<file path="config.mk">
export PLATFORM = sky130hd
export DESIGN_NAME = alu_muldiv
export DESIGN_NICKNAME = d
export VERILOG_FILES = /design/src/rtl/alu_muldiv.sv
export SDC_FILE = /design/constraint.sdc
export NUM_CORES = 1
export LEC_CHECK = 0
export ABC_AREA = 1
export ABC_CLOCK_PERIOD_IN_PS = 5250
export BUFFER_PORTS_ARGS = -buffer_cell sky130_fd_sc_hd__buf_2
export CAP_MARGIN = 20
export CORE_ASPECT_RATIO = 0.6
export CORE_MARGIN = 3
export CORE_UTILIZATION = 35
export CTS_CLUSTER_DIAMETER = 120
export DETAILED_ROUTE_END_ITERATION = 8
export MAX_ROUTING_LAYER = met4
export PLACE_DENSITY = 0.58
export SETUP_SLACK_MARGIN = 0.02
export SLEW_MARGIN = 20
export SYNTH_ARGS = -nofsm -noshare
export SYNTH_HDL_FRONTEND = slang
export SYNTH_SLANG_ARGS = --single-unit
</file>
<file path="constraint.sdc">
create_clock -name i_clk -period 5.25 [get_ports i_clk]
set_input_delay 0.2625 -clock i_clk [delete_from_list [all_inputs] [get_ports i_clk]]
set_output_delay 0.2625 -clock i_clk [all_outputs]
set_load 0.01 [all_outputs]
</file>
<file path="src/rtl/alu_muldiv.sv">
// Iterative RISC-V M-extension multiply/divide unit: shift-add multiply, restoring divide.
// Optional macro ALU_MULDIV_FAST_MUL_EN replaces the multiply path with a single-cycle multiplier.
module alu_muldiv #(
    parameter int XLEN = 32
) (
    input  logic            i_clk,
    input  logic            i_rst_n,
    input  logic            i_valid,
    output logic            o_ready,
    input  logic [2:0]      i_op,
    input  logic [XLEN-1:0] i_a,
    input  logic [XLEN-1:0] i_b,
    input  logic            i_flush,
    output logic            o_valid,
    input  logic            i_ready,
    output logic [XLEN-1:0] o_y
);
    localparam int CW = $clog2(XLEN) + 1;
    localparam logic [XLEN-1:0]   ONE   = {{(XLEN-1){1'b0}}, 1'b1};
    localparam logic [2*XLEN-1:0] ONE2  = {{(2*XLEN-1){1'b0}}, 1'b1};
    localparam logic [XLEN-1:0]   ZERO  = {XLEN{1'b0}};
    localparam logic [XLEN-1:0]   ALL1  = {XLEN{1'b1}};
    localparam logic [XLEN-1:0]   MINV  = {1'b1, {(XLEN-1){1'b0}}};
    localparam logic [CW-1:0]     CNT_LOAD = CW'(XLEN - 1);

    typedef enum logic [1:0] {IDLE = 2'd0, CALC = 2'd1, DONE = 2'd2} state_t;

    state_t            state_q;
    logic [2:0]        op_q;
    logic [XLEN-1:0]   opnd_q;
    logic [2*XLEN-1:0] acc_q;
    logic [CW-1:0]     cnt_q;
    logic              neg_q;
    logic              rneg_q;
    logic [XLEN-1:0]   y_q;

    logic              a_signed_s, b_signed_s, a_neg_s, b_neg_s;
    logic [XLEN-1:0]   a_mag_s, b_mag_s;
    logic              special_s;
    logic [XLEN-1:0]   special_y_s;
    logic [XLEN:0]     mul_sum_s, div_shift_s, div_diff_s;
    logic [2*XLEN-1:0] step_s, mul_full_s;
    logic [XLEN-1:0]   calc_y_s;

    // Operand signedness, magnitudes and divide special cases for the incoming request.
    always_comb begin
        a_signed_s  = (i_op == 3'b001) || (i_op == 3'b010) || (i_op == 3'b100) || (i_op == 3'b110);
        b_signed_s  = (i_op == 3'b001) || (i_op == 3'b100) || (i_op == 3'b110);
        a_neg_s     = a_signed_s & i_a[XLEN-1];
        b_neg_s     = b_signed_s & i_b[XLEN-1];
        a_mag_s     = a_neg_s ? (~i_a + ONE) : i_a;
        b_mag_s     = b_neg_s ? (~i_b + ONE) : i_b;
        special_s   = 1'b0;
        special_y_s = ZERO;
        if (i_op[2] && (i_b == ZERO)) begin
            special_s   = 1'b1;
            special_y_s = i_op[1] ? i_a : ALL1;
        end else if ((i_op == 3'b100 || i_op == 3'b110) && (i_a == MINV) && (i_b == ALL1)) begin
            special_s   = 1'b1;
            special_y_s = i_op[1] ? ZERO : i_a;
        end else begin
            special_s   = 1'b0;
        end
    end

    // One iteration step: hi half is partial product / remainder, lo half multiplier / dividend.
    always_comb begin
        mul_sum_s   = {1'b0, acc_q[2*XLEN-1:XLEN]} + (acc_q[0] ? {1'b0, opnd_q} : {(XLEN+1){1'b0}});
        div_shift_s = {acc_q[2*XLEN-1:XLEN], acc_q[XLEN-1]};
        div_diff_s  = div_shift_s - {1'b0, opnd_q};
        if (op_q[2]) begin
            if (div_diff_s[XLEN]) begin
                step_s = {div_shift_s[XLEN-1:0], acc_q[XLEN-2:0], 1'b0};
            end else begin
                step_s = {div_diff_s[XLEN-1:0], acc_q[XLEN-2:0], 1'b1};
            end
        end else begin
            step_s = {mul_sum_s, acc_q[XLEN-1:1]};
        end
        mul_full_s = neg_q ? (~step_s + ONE2) : step_s;
    end

    // Sign-corrected result selection after the final step.
    always_comb begin
        case (op_q)
            3'b000:                 calc_y_s = mul_full_s[XLEN-1:0];
            3'b001, 3'b010, 3'b011: calc_y_s = mul_full_s[2*XLEN-1:XLEN];
            3'b100, 3'b101:         calc_y_s = neg_q ? (~step_s[XLEN-1:0] + ONE) : step_s[XLEN-1:0];
            3'b110, 3'b111:         calc_y_s = rneg_q ? (~step_s[2*XLEN-1:XLEN] + ONE) : step_s[2*XLEN-1:XLEN];
            default:                calc_y_s = ZERO;
        endcase
    end

`ifdef ALU_MULDIV_FAST_MUL_EN
    logic signed [XLEN:0]     fa_s, fb_s;
    logic signed [2*XLEN+1:0] fprod_s;
    logic [XLEN-1:0]          fast_y_s;

    // Single-cycle signed multiply; the extra operand bit carries per-op signedness.
    always_comb begin
        fa_s     = {a_signed_s & i_a[XLEN-1], i_a};
        fb_s     = {b_signed_s & i_b[XLEN-1], i_b};
        fprod_s  = fa_s * fb_s;
        fast_y_s = (i_op[1:0] == 2'b00) ? fprod_s[XLEN-1:0] : fprod_s[2*XLEN-1:XLEN];
    end
`endif

    // Control FSM with datapath registers; flush overrides accept and the result handshake.
    always_ff @(posedge i_clk or negedge i_rst_n) begin
        if (!i_rst_n) begin
            state_q <= IDLE;
            op_q    <= 3'b000;
            opnd_q  <= ZERO;
            acc_q   <= {(2*XLEN){1'b0}};
            cnt_q   <= {CW{1'b0}};
            neg_q   <= 1'b0;
            rneg_q  <= 1'b0;
            y_q     <= ZERO;
        end else if (i_flush) begin
            state_q <= IDLE;
            cnt_q   <= {CW{1'b0}};
        end else begin
            case (state_q)
                IDLE: begin
                    if (i_valid) begin
                        op_q   <= i_op;
                        neg_q  <= a_neg_s ^ b_neg_s;
                        rneg_q <= a_neg_s;
                        if (special_s) begin
                            y_q     <= special_y_s;
                            state_q <= DONE;
`ifdef ALU_MULDIV_FAST_MUL_EN
                        end else if (!i_op[2]) begin
                            y_q     <= fast_y_s;
                            state_q <= DONE;
`endif
                        end else begin
                            opnd_q  <= i_op[2] ? b_mag_s : a_mag_s;
                            acc_q   <= {ZERO, i_op[2] ? a_mag_s : b_mag_s};
                            cnt_q   <= CNT_LOAD;
                            state_q <= CALC;
                        end
                    end
                end
                CALC: begin
                    acc_q <= step_s;
                    if (cnt_q == {CW{1'b0}}) begin
                        y_q     <= calc_y_s;
                        state_q <= DONE;
                    end else begin
                        cnt_q <= cnt_q - {{(CW-1){1'b0}}, 1'b1};
                    end
                end
                DONE: begin
                    if (i_ready) begin
                        state_q <= IDLE;
                    end
                end
                default: state_q <= IDLE;
            endcase
        end
    end

    assign o_ready = (state_q == IDLE);
    assign o_valid = (state_q == DONE);
    assign o_y     = y_q;

endmodule

</file>
# After elaboration in Yosys (flattened, before gate mapping)
# Cells that the tools add are included.
[classes]
add_sub_neg = 8
n_mul = 0
n_div = 0
n_lt_le_gt_ge = 0
eq_ne = 24
n_shift = 0
mux = 35
bitwise = 10
n_reduce_logical = 24
[op_table]
columns = ["operator", "n"]
rows = [
  ["32-bit two-way mux", 14],
  ["64-bit two-way mux", 5],
  ["32-bit by 1-bit adder with 32-bit output, second input constant", 4],
  ["32-bit inverter", 4],
  ["32-bit one-hot mux with 4 select lines", 1],
  ["64-bit one-hot mux with 2 select lines", 1],
  ["64-bit by 1-bit adder with 64-bit output, second input constant", 1],
  ["32-bit == test, second input constant", 2],
  ["64-bit inverter", 1],
  ["32-bit one-hot mux with 2 select lines", 1],
  ["32-bit by 32-bit adder with 33-bit output", 1],
  ["33-bit by 32-bit subtractor with 33-bit output", 1],
  ["32-bit logical NOT", 1],
  ["6-bit two-way mux", 4],
  ["3-bit == test, second input constant", 6],
  ["6-bit one-hot mux with 2 select lines", 1],
  ["4-bit AND reduction", 3],
  ["2-bit two-way mux", 5],
  ["3-bit by 2-bit == test with 1-bit output, second input constant", 3],
  ["3-bit != test, second input constant", 3],
  ["3-bit by 1-bit == test with 1-bit output, second input constant", 2],
  ["6-bit logical NOT", 1],
  ["1-bit logical OR", 6],
  ["2-bit != test, second input constant", 3],
  ["other kinds (19)", 27],
]
[word_totals]
regBits = 141
latch_bits = 0
ram_bits = 0
rom_bits = 0
inputBits = 72
output_inout_bits = 34
wordCells = 109
memories = 0

# Longest topological paths before layout
# Gate-level depths: netlist (run 1).
[logic_depth]
ltp_word = 10
ltp_mapped = 36
depth_no_buf = 36

# Worst setup path after synthesis (run 1)
# OpenSTA, ideal clock, no wires.
[synth_timing]
path_kind = "register to register"
startpoint = "reg acc_q[31]"
endpoint = "reg y_q[12], in the netlist o_y[12]"
setup_time_ns = 0.118
t_arrival_ns = 3.956
t_required_ns = 5.132
setup_slack_ns = 1.177
path_stages_with_launch = 33
path_buffers = 0
synth_period_minus_slack_ns = 4.073
path_cell_list = "dfrtp_1 > inv_1 > ha_1 > inv_1 > fa_1 > nand2_1 > nand2_1 > nand3_1 > nand2_2 > nand2_1 > nand2_2 > nand2_4 > nand3_2 > nand3_2 > nand2_1 > inv_1 > ha_1 > nand3_1 > nor2_1 > nand4_1 > nor2_1 > nand2_1 > nand2_1 > nand2_1 > nor2_2 > o21ai_2 > a21oi_2 > nand2_1 > and2_0 > o21ai_0 > o211ai_1 > a21oi_1 > nor2_1"
[synth_via]
elab_chain_cells = 9
word_cells_on_any_way = 15
classes_between = "add/sub (4); mux (8); bitwise (3)"
[synth_rtl]
columns = ["element", "line_no", "rtl"]
rows = [
  ["start: declaration", "31", "logic [2*XLEN-1:0] acc_q;"],
  ["start signal: assignment", "114", "acc_q <= {(2*XLEN){1'b0}};"],
  ["start signal: assignment", "139", "acc_q <= {ZERO, i_op[2] ? a_mag_s : b_mag_s};"],
  ["start signal: assignment", "146", "acc_q <= step_s;"],
  ["33-bit by 32-bit subtractor with 33-bit output", "70", "div_diff_s = div_shift_s - {1'b0, opnd_q};"],
  ["64-bit two-way mux", "72", "if (div_diff_s[XLEN]) begin"],
  ["64-bit two-way mux *", "71", "if (op_q[2]) begin"],
  ["64-bit inverter (tied with other cells)", "80", "mul_full_s = neg_q ? (~step_s + ONE2) : step_s;"],
  ["64-bit by 1-bit adder with 64-bit output (tied with other cells)", "80", ""],
  ["64-bit two-way mux (tied with other cells)", "80", ""],
  ["32-bit one-hot mux with 4 select lines *", "85", "case (op_q)"],
  ["32-bit two-way mux *", "147", "if (cnt_q == {CW{1'b0}}) begin"],
  ["32-bit one-hot mux with 2 select lines *", "123", "case (state_q)"],
  ["end signal: assignment", "130", "y_q <= special_y_s;"],
  ["end signal: assignment", "148", "y_q <= calc_y_s;"],
  ["end: declaration", "35", "logic [XLEN-1:0] y_q;"],
]
# Every way passes the cells marked *; elsewhere a longest branch is shown, timed or not. The select of a mux whose other input is x is not followed.
# A chain may end at the register's enable or synchronous reset.

# Worst setup path in the final report (run 1)
[layout_timing]
startpoint = "reg acc_q[31]"
endpoint = "reg y_q[18], in the netlist o_y[18]"
# The elaborated chain is that of the path after synthesis.

==> results of run 1 <==
-- path summary, 6_finish.rpt --
check,start,endpoint,slack [ns],depth (start not counted)
min in group asynchronous,i_rst_n,o_y[22]$_DFFE_PN0P_,0.35,2
worst max register to register,acc_q[31]$_DFFE_PN0P_,o_y[18]$_DFFE_PN0P_,0.48,31
worst min-delay path,i_op[1],op_q[1]$_DFFE_PN0P_,0.20,3
worst max-delay path,acc_q[31]$_DFFE_PN0P_,o_y[18]$_DFFE_PN0P_,0.48,31
max in group asynchronous,i_rst_n,acc_q[23]$_DFFE_PN0P_,3.66,3
worst min register to register,acc_q[27]$_DFFE_PN0P_,acc_q[27]$_DFFE_PN0P_,0.50,2
-- placed cells by master (no fill, tap or decap), types with 6 or more instances in the layout --
master,count
nand3b_1,20
nand2_1,938
xor2_1,94
nand2_2,25
inv_2,7
or2_2,11
ha_1,71
o211ai_1,26
a21oi_1,150
o21a_1,11
nand3_1,256
inv_1,493
buf_2,104
nand3_2,8
nand4_1,45
o21ai_1,20
a21oi_2,6
dfrtp_1,140
o21ai_0,260
xnor2_1,16
nor2_2,18
o22ai_1,36
a31oi_1,11
nor3_1,37
clkbuf_16,17
nor4_1,13
o21bai_1,6
nor2_1,298
buf_4,48
-- synthesized netlist by cell type (7+ instances only) --
cell / n / area (um2)
buf_1: 7 / 26.3
nor2_1: 301 / 1130
a21oi_1: 150 / 751
xor2_1: 94 / 823
nor4_1: 13 / 81.3
dfrtp_1: 141 / 3530
nand3_1: 256 / 1280
xnor2_1: 16 / 140
nor3_1: 38 / 190
or2_2: 11 / 68.8
nand4_1: 45 / 282
nand3_2: 9 / 90.1
o21a_1: 11 / 82.6
nor2_2: 18 / 113
buf_4: 8 / 60.1
nand2_2: 25 / 156
nand3b_1: 20 / 150
o22ai_1: 36 / 225
o21ai_1: 20 / 100
nand2_1: 938 / 3520
a31oi_1: 11 / 68.8
ha_1: 71 / 888
o21ai_0: 260 / 1300
inv_1: 495 / 1860
buf_2: 20 / 100
o211ai_1: 26 / 195
clkbuf_1: 64 / 240
-- power by group --
part / leakage [nW] / switching [W] / total, W / internal, W
clock: 0.271 / 0.000573 / 0.00124 / 0.000667
combinational: 8.53 / 0.00867 / 0.0118 / 0.00315
sequential: 1.76 / 0.000500 / 0.00206 / 0.00156
total: 10.6 / 0.00974 / 0.0151 / 0.00537
-- through the flow --
stage	setup WS, ns	hold WS, ns	area, um2	TNS [ns]
global route	-0.00175	0.198	20000	-0.00175
global placement	0.566	0.275	19400	0
CTS	0.433	0.167	19900	0
detailed placement	0.469	0.275	19400	0
floorplan	1.18	-0.0331	18100	0
finish	0.481	0.200	20000	0
-- state kept, by name (all words and copies together), names as in the netlist --
name,count
opnd_q,32
cnt_q,6
rneg_q,1
o_y,32
acc_q,64
neg_q,1
state_q,2
op_q,3
-- what timing repair did --
item | CTS | global route
setup buffers | 0 | 1
hold buffers | 1 | 0
gates resized for setup | 0 | 4
hold endpoints to repair | 49 | 0
endpoints found under the setup margin | 0 | 7
-- critical path: cells and delay by family, from the launching register on --
family,cells,cell delay (ns)
and+or+nand+nor,24,2.94
DFF,1,0.37
AOI/OAI and AO/OA,1,0.14
adders and majority gates,2,0.56
buffers and inverters,4,0.66
-- kinds of logic (layout without fill, tap and decap cells) --
group / after synthesis / after routing / synth area share (%)
AND/OR/NAND/NOR: 1692 / 1692 / 39.8
AO/OA/AOI/OAI: 552 / 552 / 16.9
adder cells (fa/ha/maj): 73 / 73 / 5.12
buffers and inverters: 612 / 690 / 13.4
other: 0 / 1 / 0
XOR/XNOR: 110 / 110 / 5.31
flip-flops: 141 / 141 / 19.5
-- layout make-up --
class	instances	area, um2
clock buffer	19	443
clock inverter	12	115
inverter	505	1900
multi-input combinational	2427	12200
antenna	1	2.50
fill	5740	30300
sequential	141	3530
timing repair buffer	154	902
tap	682	853
-- layer usage --
metal / global-route usage [%] / vias to the layer above
met3: 18.2 / 54
met5: - / -
met1: 52.5 / 10046
met4: 3.71 / 0
met2: 34.8 / 1495
li1: - / 10309
==> results by group, run 1 <==
CTS
  – Later-pin clock latency in the skew report: approximately 0.46 ns
  – Clock slew at reported path FFs: around 0.07 ns
  – CTS root buf: clkbuf_16
  – TritonCTS clock tree: built
  – Clk sinks: 141
  – Max Root-Sink Buffers: 2
  – H-tree lvl count: 4
  – TritonCTS buffer count: 17

Critical path
  – Cell mode on critical path: nand2_1
  – Critical Path Slowest Stage Cell: clkinv_1
  – CP max FO: 33
  – CP Launch Type: flop
  – WP data arrival: 5.15 ns
  – CP Data Required Time: 5.63 ns
  – Largest stage delay on the critical path: 0.43 ns
  – Element type at the critical path end: flop
  – Setup CP Type: reg2reg

Power
  – Post-route total power: 0.0151 W
  – Peak supply drop: 0.313 mV
  – Pwr Density: 757 nW/um2
  – LEAKAGE: approximately 11 nW

Detailed routing
  – Post-DRT Antenna Nets: 0
  – Detailed Route WL: 90900 um
  – Vias/cell: ~5.6
  – Top Metal Used: met4
  – WL met2: 28900 um
  – Routed len/inst: 23.1 um
  – DR pass1 iterations: 9
  – WL met1: 43300 um
  – DRT iter0 DRCs: 3703
  – Residual DRC: 0
  – Met3 Wirelength: between 15000 and 20000 um
  – Via count: 21904

Finish
  – Synth-to-Final Area Change: 10.1%
  – Final Util: 39.7%
  – Post-layout nets: 3391
  – Post-Layout Cell Count: slightly below 4000
  – Share of cells above drive strength 1: 8.59%

Flow run
  – Max-Cap Viols: 0

Logic synthesis
  – EDFF count, synth: 0
  – Syn_nets: 3325
  – Yosys warnings: 0
  – Post-Syn Area per Cell: ~5.7 um2
  – Post-synthesis sequential area ratio: 19.5%
  – Cell variety after synth: 53
  – Post-synth top flop: dfrtp_1
  – Post-Syn Area: ~18000 um2
  – Ys async rst share: 100%
  – Cells after synthesis: 3180
  – FF+latch count, synth: ~140

Placed design
  – Cells after DPL: 3907
  – DP HPWL: 75300 um
  – RePlAce Congestion: 1.05
  – Port Buffers: 105

GRT
  – First-pass GRT wire length: about 130000 um
  – Grt ovf: 0
  – Largest net degree at the start of global routing: between 70 and 80
  – Vias in the first global route: 18647
  – Initial antenna violation count: 1
  – GRT Total Usage: 33.3%

Floorplanning
  – Die area: 54700 um2
  – Core Rows: 63
  – Core area: roughly 50000 um2
  – Die height: 182 um
  – Initial core utilization: 36.1%
  – # IOs: 106
  – Die width: ~300 um

Timing
  – Pins Over Slew Limit: 0
  – Number of setup violations in the final report: 0
  – Final clock skew: between 0.015 and 0.02 ns
  – Final period util: ~90%
  – Fmax: 210 MHz
  – Tmin final: 4.77 ns
  – Slew @ Worst Pin: 1.12 ns
  – Final hold viol count: 0
  – Max transition margin: 24.8%
  – RSZ-0062 raised after global routing: true

Status
  – Outcome: complete, no violations

Worst hold path
  – Worst hold path type: in2reg
(Power assumes the default switching activity.)
==> run 2, diff against run 1 <==
--- a/config.mk
+++ b/config.mk
@@ -15,7 +15,7 @@
 export CTS_CLUSTER_DIAMETER = 120
 export DETAILED_ROUTE_END_ITERATION = 8
 export MAX_ROUTING_LAYER = met4
-export PLACE_DENSITY = 0.58
+export PLACE_DENSITY = 0.63
 export SETUP_SLACK_MARGIN = 0.02
 export SLEW_MARGIN = 20
 export SYNTH_ARGS = -nofsm -noshare
==> run 2 against run 1 <==
Final area grew 0.30%. Global-route usage grew 0.072 points. Critical endpoint is now o_y[16]$_DFFE_PN0P_. Register-to-register slack lost 0.03 ns.
==> results by group, run 2 (synthesis results as in run 1) <==
Finish
  – Share of cells above drive strength 1: 8.65%
  – Post-route cell area: 20000 um2
  – Most common cell after layout, fill and taps aside: nand2_1
  – Post-layout nets: about 3400
  – Synth-to-Final Area Change: 10.4%
  – Most flops, register: acc_q
  – Max reg flops: 64
  – Most frequent cells in the layout: 938 x nand2_1, 493 x inv_1, 297 x nor2_1

GRT
  – First-pass GRT wire length: 130000 um
  – M3 GR Usage: between 15 and 20%
  – GRT Total Usage: 33.4%
  – Vias in the first global route: 18893
  – GR Layer Usage met2: 34.8%
  – Largest net degree at the start of global routing: 80
  – Grt ovf: 0
  – Global routing's busiest layer: met1
  – Met1 GRT Util: 52.2%
  – Initial antenna violation count: 1

Timing
  – Tmin final: 4.80 ns
  – Pins Over Slew Limit: 0
  – RSZ-0062 raised after global routing: false
  – Post-Route Setup TNS: 0 ns
  – Fmax: 208 MHz
  – Final clock skew: roughly 0.013 ns
  – Number of setup violations in the final report: 0
  – Final period util: 91.5%
  – Max transition margin: roughly 22%
  – Final hold viol count: 0
  – Slew @ Worst Pin: 1.16 ns

CTS
  – Clock slew at reported path FFs: 0.07 ns
  – H-tree lvl count: 4
  – Later-pin clock latency in the skew report: 0.46 ns
  – CTS root buf: clkbuf_16
  – TritonCTS buffer count: 17
  – Max Root-Sink Buffers: 2
  – Clk sinks: 141
  – TritonCTS clock tree: built

Placed design
  – Port Buffers: 105
  – DP HPWL: roughly 76000 um
  – Placed Area: 19400 um2
  – RePlAce Congestion: between 1 and 1.5

Critical path
  – CP Launch Type: flop
  – R2r worst-path depth: 27
  – Worst reg2reg path endpoint: o_y[16]$_DFFE_PN0P_
  – WP data arrival: 5.14 ns
  – Cell depth of the worst setup path: 27
  – Flop-to-flop setup slack: 0.45 ns
  – CP delay by family, top: simple AND/OR/NAND/NOR gates
  – Setup CP Type: reg2reg
  – Element type at the critical path end: flop
  – CP max FO: 6
  – Critical Path Sink: o_y[16]$_DFFE_PN0P_
  – CP Data Required Time: 5.58 ns
  – Largest stage delay on the critical path: 0.52 ns
  – Critical Path Slowest Stage Cell: dfrtp_1
  – Worst setup path start: acc_q[0]$_DFFE_PN0P_
  – Buffers & Inverters on Critical Path: 3
  – Reg-to-Reg Start: acc_q[0]$_DFFE_PN0P_
  – Cell mode on critical path: nand2_1

Floorplanning
  – Die height: 182 um
  – Die width: ~300 um
  – Initial core utilization: 36.1%
  – Core Rows: 63
  – Die area: between 50000 and 60000 um2
  – # IOs: 106
  – Core area: 50300 um2

Detailed routing
  – Detailed Route WL: slightly above 90000 um
  – Post-DRT Antenna Nets: 0
  – Routed len/inst: roughly 23 um
  – Vias/cell: 5.62
  – Residual DRC: 0
  – DR pass1 iterations: 7
  – Via count: roughly 22000
  – DRT iter0 DRCs: 3825

Worst hold path
  – Worst hold path type: in2reg

Power
  – Peak supply drop: about 0.24 mV
  – Post-route total power: about 0.015 W
  – Pwr Density: 761 nW/um2
  – LEAKAGE: 10.6 nW

Flow run
  – Max-Cap Viols: 0

Status
  – Outcome: complete, no violations
## run 2: cell types whose count changed in the layout (fill, tap and decap cells not counted), sizes merged
| cell | before | now |
|---|---|---|
| bufinv | 1 | 2 |
| clkbuf | 19 | 20 |
| clkinv | 11 | 10 |
| diode | 1 | 2 |
## run 2: cell type report
cell class | count | area [um2]
Multi-Input combinational cell | 2427 | 12200
Clock inverter | 12 | 136
Fill cell | 5709 | 30300
Antenna cell | 2 | 5.00
Sequential cell | 141 | 3530
Timing Repair Buffer | 154 | 915
Tap cell | 682 | 853
Inverter | 505 | 1900
Clock buffer | 20 | 457
## run 2: repair_timing
| item | in CTS | in global routing |
|---|---|---|
| gates resized for setup | 0 | 6 |
| buffers inserted | 0 | 1 |
| endpoints found under the hold margin | 77 | 0 |
| hold buffers | 1 | 0 |
| endpoints found under the setup margin | 0 | 11 |
## run 2: routing by layer
layer	wire length (um)	vias up	share of wire, %
li1	-	10297	-
met1	43600	10237	48
met2	29100	1554	32
met3	18000	66	20
met4	856	0	0.94
met5	0	-	0
## run 2: worst min-delay path by stage
stage                        from                     to  slack, ns  cells after the start
after floorplan           i_rst_n   acc_q[0]$_DFFE_PN0P_      -0.03                      0
after global placement    i_rst_n  acc_q[61]$_DFFE_PN0P_       0.40                      1
after detailed placement  i_rst_n    o_y[22]$_DFFE_PN0P_       0.40                      1
after CTS                 i_op[1]    op_q[1]$_DFFE_PN0P_       0.16                      3
after global routing      i_op[0]    op_q[0]$_DFFE_PN0P_       0.19                      3
final                     i_op[1]    op_q[1]$_DFFE_PN0P_       0.18                      3
## run 2: where the power goes
part	switching (W)	internal [W]
combinational	0.00871	0.00318
clock	0.000572	0.000731
sequential	0.000496	0.00156
total	0.00978	0.00547
## run 2: worst min-delay path: stages
cell and delay, ns:
buf_2 0.17, nand2_1 0.09, o21ai_0 0.07
## run 2: per-stage QoR
step / hold WS (ns) / setup WS (ns) / std cells / utilization (%)
after floorplan: -0.0331 / 1.18 / 3180 / -
after global placement: 0.400 / 0.529 / 3907 / 38.5
after detailed placement: 0.405 / 0.426 / 3907 / 38.5
after CTS: 0.163 / 0.384 / 3940 / 39.7
after global routing: 0.189 / 0.0366 / 3942 / 39.8
final: 0.183 / 0.447 / 3943 / 39.8
